<file path="config.mk">
export PLATFORM = sky130hd
export DESIGN_NAME = io_kbd
export DESIGN_NICKNAME = d
export VERILOG_FILES = /design/src/rtl/io_kbd.sv
export SDC_FILE = /design/constraint.sdc
export NUM_CORES = 1
export LEC_CHECK = 0
export BUFFER_PORTS_ARGS = -buffer_cell sky130_fd_sc_hd__clkbuf_2
export CORE_UTILIZATION = 50
export CTS_CLUSTER_DIAMETER = 80
export CTS_CLUSTER_SIZE = 40
export DETAILED_ROUTE_END_ITERATION = 10
export PLACE_DENSITY_LB_ADDON = 0.08
export SYNTH_ARGS = -nofsm -noshare
export SYNTH_HDL_FRONTEND = slang
export SYNTH_SLANG_ARGS = --single-unit
export TNS_END_PERCENT = 1
</file>
<file path="constraint.sdc">
create_clock -name CLK -period 2.6 [get_ports CLK]
set_input_delay 0.52 -clock CLK [delete_from_list [all_inputs] [get_ports CLK]]
set_output_delay 0.52 -clock CLK [all_outputs]
set_load 0.02 [all_outputs]
</file>
<file path="src/rtl/io_kbd.sv">
// Keyboard byte FIFO behind a CPU IO port: status and data reads are combinational onto bus_out.
// The pop or overflow clear lands on the edge after the read strobe ends. Pushes into a full FIFO are dropped and flagged.
module io_kbd #(
   parameter logic [7:0]  DEV_ADDR = 8'h01,
   parameter int unsigned DEPTH    = 4
) (
   input  logic                    CLK,
   input  logic                    reset_n,
   input  logic [7:0]              key_data,
   input  logic                    key_strobe,
   input  logic [7:0]              bus_in,
   input  logic                    io_s,
   input  logic                    io_e,
   input  logic                    io_da,
   input  logic                    io_io,
   output logic [7:0]              bus_out,
   output logic [$clog2(DEPTH):0]  count,
   output logic                    overflow
);
   localparam int AW = $clog2(DEPTH);
   localparam int CW = AW + 1;

   logic [7:0]    mem [DEPTH];
   logic [7:0]    dev_sel_q, dev_sel_d;
   logic [AW-1:0] head_q, head_d, tail_q, tail_d;
   logic [CW-1:0] count_q, count_d;
   logic          ovf_q, ovf_d;
   logic          rd_data_q, rd_stat_q, run_q;
   logic          sel, rd_data, rd_stat, full, empty, pop, push, drop;

   assign sel     = (dev_sel_q == DEV_ADDR);
   assign rd_stat = sel & io_e & io_da & ~io_io;
   assign rd_data = sel & io_e & ~io_da & ~io_io;
   assign full    = (count_q == CW'(DEPTH));
   assign empty   = (count_q == '0);

   always_comb begin
      bus_out = 8'h00;
      if (rd_stat)
         bus_out = {5'b0, full, ovf_q, ~empty};
      else if (rd_data && !empty)
         bus_out = mem[head_q];
   end

   // run_q keeps the first edge after reset release from completing a push or pop
   always_comb begin
      pop       = run_q & rd_data_q & ~rd_data & ~empty;
      push      = run_q & key_strobe & (~full | pop);
      drop      = run_q & key_strobe & full & ~pop;
      dev_sel_d = (io_s & io_da & io_io) ? bus_in : dev_sel_q;
      head_d    = pop  ? head_q + 1'b1 : head_q;
      tail_d    = push ? tail_q + 1'b1 : tail_q;
      count_d   = count_q + CW'(push) - CW'(pop);
      ovf_d     = ovf_q;
      if (drop)
         ovf_d = 1'b1;
      else if (run_q & rd_stat_q & ~rd_stat)
         ovf_d = 1'b0;
   end

   always_ff @(posedge CLK or negedge reset_n) begin
      if (!reset_n) begin
         dev_sel_q <= 8'h00;
         head_q    <= '0;
         tail_q    <= '0;
         count_q   <= '0;
         ovf_q     <= 1'b0;
         rd_data_q <= 1'b0;
         rd_stat_q <= 1'b0;
         run_q     <= 1'b0;
      end else begin
         dev_sel_q <= dev_sel_d;
         head_q    <= head_d;
         tail_q    <= tail_d;
         count_q   <= count_d;
         ovf_q     <= ovf_d;
         rd_data_q <= rd_data;
         rd_stat_q <= rd_stat;
         run_q     <= 1'b1;
      end
   end

   always_ff @(posedge CLK) begin
      if (push)
         mem[tail_q] <= key_data;
   end

   assign count    = count_q;
   assign overflow = ovf_q;
endmodule

</file>
==> reports/qor.txt, run 1 <==
Status: finished, final reports clean
DRC viols: 0
Final Cell Area: 2610 µm²
Port-buffer cells: 34
Register area share after synthesis: 65.9%
Routed length on met1: 1770 µm
N_diodes: 0
Top-count cell post-synth: edfxtp_1
Starting Density: 53.3%
Cell variety after synth: 35
Async SR Flop Fraction: 37.3%
Worst-Skew Late Latency: 310 ps
Detailed route wirelength on metal2: 2150 µm
Crit path DAT: 1990 ps
Initial antenna violation count: 0
CTS tree: yes
Area of the multi-input gates: 724 µm²
Unrepaired setup endpoints after global routing: false
Final WL: 4130 µm
Initial DRC Count: 74
Endpoint type of the worst setup path: primary output
R2R setup slack: 160 ps
Top cell type's share of synthesized area: 44.1%
1st-pass router iterations: 4
Flops & latches, synth: 51
Gr ovfl total: 0
WS Path Type: register to primary output
Hold_buf cts: 0
Synth top area cells: edfxtp_1, dfrtp_1, mux4_2, mux2_2, ha_1
Syn avg cell area: 16.3 µm²
R2r endpoint: count[2]$_DFF_PN0_
Layout fillers: 325
Skew final: 8.83 ps
Largest net degree at the start of global routing: 20
DR vias: 1300
Avg WL per Cell: 17.7 µm
Nets: 212
# Max-Cap Violations: 0
TritonCTS buffer count: 5
WHS: 154 ps
LEAKAGE: 1.07 nW
Io pins: 35
CTS root buffer: clkbuf_8
CP startpoint: dev_sel_q[5]$_DFFE_PN0P_
Core area: 4090 µm²
Max Fclk: 398 MHz
Post-DP HPWL: 2930 µm
Layout area overhead: 20.0%
Std cell rows: 23
Final Power: 2.12 mW
Chip width: 68.0 µm
Max VDD drop: 0.404 mV
Top post-synthesis cells by count: edfxtp_1, dfrtp_1, inv_1, mux2_2, mux4_2
Period Utilization, post-route: 96.6%
Synthesized area: 2180 µm²
Worst-path clk slew: 90 ps
Final Setup Violations: 0
Main synth FF type: edfxtp_1
Share of cells above drive strength 1: 42.1%
Final Non-Filler Cells: 233
First-pass GRT wire length: 6280 µm
Vias in the first global route: 1313
Mapped Cells: 134
Clock buffer depth: 2
Dpl cells: 224
Antenna Nets Post-Route: 0
Final-report hold violation count: 0
R2r worst-path depth: 10
Slew Limit Fails: 0
EDFF count, synth: 32
Placed Area: 2460 µm²
Met3 WL: 157 µm
CP Max Fanout: 7
Htree depth: 2
Cell accounting for the most synthesized area: edfxtp_1
Pwr dens: 813 nW/µm²
Vias per cell: 5.58
WP data required: 2080 ps
HP Class: input pin to asynchronous set/reset pin
Net Count, Synth: 164
Die area: 4620 µm²
Crit Reg-Reg Startpoint: dev_sel_q[0]$_DFFE_PN0P_
RD Place Congestion: 0.852
Synth Warn #: 0
Clock sinks: 51
Die Ht: 68.0 µm
Post-route minimum period: 2510 ps
GRT Overall Usage: 19.8%
Register Area: 1440 µm²
Startpoint types: register
Top sig layer: met4
[layout by cell type (no fill, tap or decap), drive strengths merged, types with 2 or more instances in the layout]
cell type	n
xor2	2
xnor2	2
nor2b	5
nor4	2
nand3	4
mux2	8
and3	4
ha	6
nor4b	2
inv	9
nor3	4
dfrtp	19
buf	10
nand2	5
edfxtp	32
mux4	8
o2bb2ai	3
nor2	3
clkbuf	39
[worst max path at each step]
stage | slack (ps) | endpoint
floorplan | 20 | count[2]$_DFF_PN0_
global placement | 90 | count[2]$_DFF_PN0_
detailed placement | -30 | count[2]$_DFF_PN0_
CTS | 80 | bus_out[1]
global route | 5 | bus_out[2]
finish | 90 | bus_out[2]
[kinds of logic (layout without fill, tap and decap cells)]
logic type                 Yosys count  count (layout)  share of synthesized area [%]
buffers and inverters               11              60                           2.30
DFF                                 51              51                           65.9
muxes                               16              16                           12.4
xor gates and xnor gates             4               4                           1.61
AOI/OAI and AO/OA                    8               8                           2.93
adders and majority gates            7               7                           4.37
other                                1               1                          0.172
and+or+nand+nor                     36              36                           10.3
[worst max-delay path, stage by stage (launching register included)]
cell	delay [ps]
dfrtp_1	420
nor4_1	280
nand3_1	140
or3_4	460
o2bb2ai_1	190
clkbuf_2	200
[metrics by stage]
stage,setup slack (ps),util [%],setup TNS (ps)
global route,4.99,64.0,0
global placement,87.9,60.2,0
floorplan,19.6,-,0
detailed placement,-28.9,60.2,-28.9
CTS,84.6,63.1,0
finish,89.4,64.0,0
[what timing repair did]
| item | CTS | global route |
|---|---|---|
| setup buffers | 0 | 1 |
| resized for setup | 1 | 6 |
| pin swaps | 0 | 2 |
| endpoints found under the setup margin | 2 | 2 |
[cell type report]
cell class / instances / share of cell area, %
multi-input cells: 72 / 27.7
inverters: 8 / 1.15
well taps: 50 / 2.39
clock inverters: 3 / 1.77
flip-flops and latches: 51 / 55.0
repair buffers: 44 / 9.38
clock buffers: 5 / 2.63
[flip-flops by register name, summed over array words and instances, names as in the netlist]
signal	flops
overflow	1
rd_stat_q	1
head_q	2
mem	32
rd_data_q	1
dev_sel_q	8
count	3
run_q	1
tail_q	2
[report_power, final]
| group | total (mW) | internal (mW) | leakage [nW] | switching, mW |
|---|---|---|---|---|
| Sequential | 1.11 | 0.995 | 0.516 | 0.111 |
| Combinational | 0.466 | 0.234 | 0.496 | 0.233 |
| Clock | 0.553 | 0.290 | 0.0548 | 0.263 |
[metal layers]
layer | vias to the layer above | GRT usage [%]
met1 | 660 | 23.9
met3 | 7 | 4.00
met5 | - | 0
met2 | 30 | 34.4
li1 | 603 | -
met4 | 0 | 7.81
Note: power is estimated with default switching activity, not from simulation.
==> run 2, diff against run 1 <==
BUFFER_PORTS_ARGS = default   (was -buffer_cell sky130_fd_sc_hd__clkbuf_2)
DONT_BUFFER_PORTS = 1   (was default)
HOLD_SLACK_MARGIN = 0.08   (was default)
==> run 2 against run 1 <==
  * Clock-buffer cell count grew 2
  * Critical path type unchanged
  * Sequential share of layout area grew 3.7 points
  * Sequential power is essentially flat
  * Core utilization shrank 4.0 points
  * Fmax grew 1.2%
  * Register-to-register slack is essentially flat
  * Combinational power shrank 24%
==> reports/qor.txt, run 2 (synthesized netlist as in run 1, its figures left out) <==
Core area: 4090 µm²
Starting Density: 53.3%
WS Path Type: register to primary output
Port-buffer cells: 0
Slowest cell on the critical path: or3_4
Min-Delay Path Depth: 0
Setup TNS: 0 ps
CP Max Fanout: 7
Final Setup Violations: 0
Status: finished, final reports clean
N_diodes: 0
Htree depth: 2
TritonCTS buffer count: 5
Commonest non-fill, non-tap cell in the layout: edfxtp_1
Io pins: 35
Routed length on met1: 1630 µm
HP Class: input pin to register
Chip width: 68.0 µm
Die area: 4620 µm²
Vias per cell: 5.70
Max VDD drop: 0.394 mV
Max Fclk: 403 MHz
LEAKAGE: 0.935 nW
Clock sinks: 51
CTS root buffer: clkbuf_8
Pwr dens: 822 nW/µm²
Crit-path cells: nor4_2 > nand3_2 > or3_4 > o2bb2ai_1 > buf_4
Std cell rows: 23
Top sig layer: met4
Nets: 181
Largest register FFs: 32
Period Utilization, post-route: 95.4%
Max incr delay on CP: 460 ps
Worst-Skew Late Latency: 300 ps
Final Non-Filler Cells: 202
Gr ovfl total: 0
Crit path DAT: 1960 ps
Final WL: 3640 µm
Endpoint type of the worst setup path: primary output
RD Place Congestion: 0.813
Final-report hold violation count: 0
Startpoint types: register
DR vias: 1152
Final Cell Area: 2450 µm²
Met3 WL: 188 µm
Commonest cells after routing, fill and taps aside: edfxtp_1, dfrtp_1, buf_4
GRT Overall Usage: 17.3%
Vias in the first global route: 1099
Post-route minimum period: 2480 ps
Worst-path clk slew: 90 ps
Layout area overhead: 12.4%
Post-DP HPWL: 2600 µm
Antenna Nets Post-Route: 0
Share of cells above drive strength 1: 27.0%
Slew Limit Fails: 0
WHS: 308 ps
Die Ht: 68.0 µm
Placed Area: 2310 µm²
Skew final: 13.8 ps
Dpl cells: 193
Max_slew headroom: 42.5%
# Max-Cap Violations: 0
Worst-Margin Slew: 859 ps
CTS tree: yes
Initial DRC Count: 101
WP data required: 2080 ps
1st-pass router iterations: 4
Detailed route wirelength on metal2: 1780 µm
Largest reg by FF count: mem
First-pass GRT wire length: 5460 µm
Avg WL per Cell: 18.0 µm
Initial antenna violation count: 0
DRC viols: 0
Clock buffer depth: 2
Largest net degree at the start of global routing: 20
R2r worst-path depth: 11
[run 2: changes by cell type in the layout (fill, tap and decap cells not counted), sizes merged]
cell	before	now
clkbuf	39	7
inv	9	8
buf	10	12
clkinvlp	1	0
dlygate4sd3	0	1
[run 2: worst max-delay path: cells and delay by family, from the launching register on]
| kind | cells | cell delay [ps] |
|---|---|---|
| AO/OA/AOI/OAI | 1 | 170 |
| buffers and inverters | 1 | 160 |
| flip-flops | 1 | 420 |
| AND/OR/NAND/NOR | 3 | 920 |
[run 2: final timing paths]
path                                          start                        to  slack (ps)
setup / recovery           dev_sel_q[5]$_DFFE_PN0P_                bus_out[1]         120
hold / removal                          key_data[5]       mem[1][5]$_DFFE_PP_         310
setup reg to reg           dev_sel_q[5]$_DFFE_PN0P_        count[2]$_DFF_PN0_         170
hold reg to reg            dev_sel_q[1]$_DFFE_PN0P_  dev_sel_q[1]$_DFFE_PN0P_         510
max in group asynchronous                   reset_n       rd_data_q$_DFF_PN0_        1290
min in group asynchronous                   reset_n  dev_sel_q[3]$_DFFE_PN0P_         780
[run 2: repair_timing]
action / 4_1_cts / 5_1_grt
hold buffers: 1 / 0
endpoints found under the setup margin: 5 / 6
buffers inserted: 0 / 0
gates resized for setup: 1 / 4
hold endpoints to repair: 19 / 0
[run 2: where the power goes]
group / internal (mW) / total (mW) / switching [mW] / leakage [nW]
combinational: 0.185 / 0.352 / 0.168 / 0.366
sequential: 0.995 / 1.14 / 0.142 / 0.516
clock: 0.288 / 0.524 / 0.236 / 0.0524
total: 1.47 / 2.01 / 0.546 / 0.935
[run 2: layout make-up]
class                   instances  area (µm²)
clock inverters                 1        30.0
clock buffers                   7        76.3
well taps                      50        62.6
repair buffers                 13         100
fillers                       312        1640
flip-flops and latches         51        1440
multi-input cells              72         713
inverters                       8        30.0
[run 2: per-layer routing]
metal	GRT usage [%]	vias up
li1	-	542
met1	23.2	575
met2	26.5	31
met3	4.67	4
met4	7.03	0
met5	0	-
[run 2: through the flow]
step / power, mW / setup slack [ps] / util, %
6_report: 2.01 / 119 / 59.9
5_1_grt: 2.13 / -40.4 / 59.9
4_1_cts: 2.02 / 41.1 / 59.5
3_5_place_dp: 1.50 / 105 / 56.6
3_3_place_gp: 1.47 / 160 / 56.6
2_1_floorplan: 1.39 / 19.6 / -
==> run 3, diff against run 2 <==
CTS_BUF_LIST = sky130_fd_sc_hd__clkbuf_16   (was default)
==> run 3 against run 2 <==
  * Sequential share of layout area decreased by 1.1 points
  * First-iteration DRC count up 4.0%
  * Routed wire length up 1.6%
  * Power is 9.3% higher
  * Via count is 1.4% higher
  * Clock skew shrank 11 ps
  * Critical path depth stayed put
  * Register-to-register slack gained 30 ps
  * Clock power is 36% higher
  * Worst setup slack got worse by 44 ps
  * Fmax shrank 1.7%
==> reports/qor.txt, run 3 (synthesized netlist as in run 1, its figures left out) <==
Pwr dens: 883 nW/µm²
First-pass GRT wire length: 5590 µm
Max incr delay on CP: 490 ps
CTS tree: yes
WHS: 327 ps
Nets: 181
Detailed route wirelength on metal2: 1800 µm
Setup TNS: 0 ps
Critical path's top delay family: simple AND/OR/NAND/NOR gates
Endpoint type of the worst setup path: primary output
Min-Delay Startpoint: key_data[5]
Largest register FFs: 32
Pre-CTS setup slack: 105 ps
Worst-Margin Slew: 845 ps
Slowest cell on the critical path: or3_4
Worst-path clk slew: 60 ps
# Max-Cap Violations: 0
Final-report hold violation count: 0
Period Utilization, post-route: 97.1%
Unrepaired setup endpoints after global routing: true
Slew Limit Fails: 0
Largest reg by FF count: mem
GRT Overall Usage: 17.9%
Post-route setup slack: 75.5 ps
DRC viols: 0
Layout area overhead: 14.5%
Max VDD drop: 0.434 mV
Io pins: 35
CP startpoint: dev_sel_q[5]$_DFFE_PN0P_
Initial antenna violation count: 0
Post-DP HPWL: 2600 µm
TritonCTS buffer count: 5
Final Setup Violations: 0
Crit-path cells: nor4_1 > nand3_1 > or3_4 > o2bb2ai_1 > buf_4
Bufs and invs on worst path: 1
CTS root buffer: clkbuf_16
Top sig layer: met4
HP Class: input pin to register
Post-route minimum period: 2520 ps
Commonest cells after routing, fill and taps aside: edfxtp_1, dfrtp_1, buf_4
RD Place Congestion: 0.813
Std cell rows: 23
Worst-Skew Late Latency: 280 ps
Avg WL per Cell: 18.3 µm
Routed length on met1: 1610 µm
Port-buffer cells: 0
Max_slew headroom: 43.5%
Final WL: 3700 µm
N_diodes: 0
Dpl cells: 193
Vias in the first global route: 1125
Initial DRC Count: 105
CP Max Fanout: 7
WP data required: 2080 ps
Die area: 4620 µm²
Largest net degree at the start of global routing: 20
Starting Density: 53.3%
Clock buffer depth: 2
1st-pass router iterations: 4
Htree depth: 2
DR vias: 1168
Final Non-Filler Cells: 202
Max Fclk: 396 MHz
Clock sinks: 51
LEAKAGE: 0.968 nW
Die Ht: 68.0 µm
WS Path Type: register to primary output
Startpoint types: register
Status: finished, final reports clean
Core area: 4090 µm²
Vias per cell: 5.78
Met3 WL: 227 µm
Skew final: 2.54 ps
Crit Reg-Reg Startpoint: dev_sel_q[5]$_DFFE_PN0P_
Share of cells above drive strength 1: 25.7%
Crit path DAT: 2000 ps
Commonest non-fill, non-tap cell in the layout: edfxtp_1
Chip width: 68.0 µm
Gr ovfl total: 0
Antenna Nets Post-Route: 0
## run 3: cell count changes in the layout (fill, tap and decap cells not counted)
cell | before | now
clkbuf_16 | 0 | 5
clkbuf_8 | 5 | 0
clkbuf_1 | 2 | 0
inv_1 | 8 | 10
nand3_1 | 3 | 4
nand3_2 | 1 | 0
nor4_1 | 1 | 2
nor4_2 | 1 | 0
## run 3: repair_timing
action,4_1_cts,5_1_grt
pin swaps,0,0
endpoints found under the setup margin,4,3
gates resized for setup,1,2
hold buffers,1,0
buffers inserted,0,0
endpoints found under the hold margin,19,0
## run 3: worst paths after layout
kind	endpoint	slack (ps)	depth (start not counted)
max in group asynchronous	count[0]$_DFF_PN0_	1290	1
worst max-delay path	bus_out[1]	80	5
min in group asynchronous	dev_sel_q[3]$_DFFE_PN0P_	780	1
worst min-delay path	mem[3][5]$_DFFE_PP_	330	0
worst min register to register	dev_sel_q[1]$_DFFE_PN0P_	510	1
worst max register to register	count[2]$_DFF_PN0_	200	11
## run 3: worst reg2reg max path: cells and delay by family (launching register included)
family / cells / cell delay, ps
AO/OA/AOI/OAI: 1 / 110
XOR/XNOR: 2 / 300
adder cells (fa/ha/maj): 3 / 730
buffers and inverters: 2 / 110
flip-flops: 1 / 400
AND/OR/NAND/NOR: 3 / 650
## run 3: layer usage
metal | vias up | track usage (%)
met3 | 6 | 5.67
met1 | 586 | 23.6
met5 | - | 0
met2 | 32 | 27.2
met4 | 0 | 7.81
li1 | 544 | -
## run 3: power by group
part | switching, mW | internal [mW]
logic | 0.166 | 0.184
clock network | 0.265 | 0.447
registers | 0.142 | 0.996
total | 0.574 | 1.63
## run 3: final cells by class
type / count / area (µm²)
Clock inverter: 3 / 37.5
Fill cell: 309 / 1590
Multi-Input combinational cell: 72 / 702
Timing Repair Buffer: 13 / 100
Clock buffer: 5 / 125
Inverter: 8 / 30.0
Sequential cell: 51 / 1440
Tap cell: 50 / 62.6
## run 3: per-stage QoR
step / instance area (µm²) / util (%) / total power, mW
4_1_cts: 2490 / 60.9 / 2.22
3_3_place_gp: 2310 / 56.6 / 1.47
3_5_place_dp: 2310 / 56.6 / 1.50
2_1_floorplan: 2180 / - / 1.39
5_1_grt: 2490 / 61.0 / 2.31
6_report: 2490 / 61.0 / 2.20
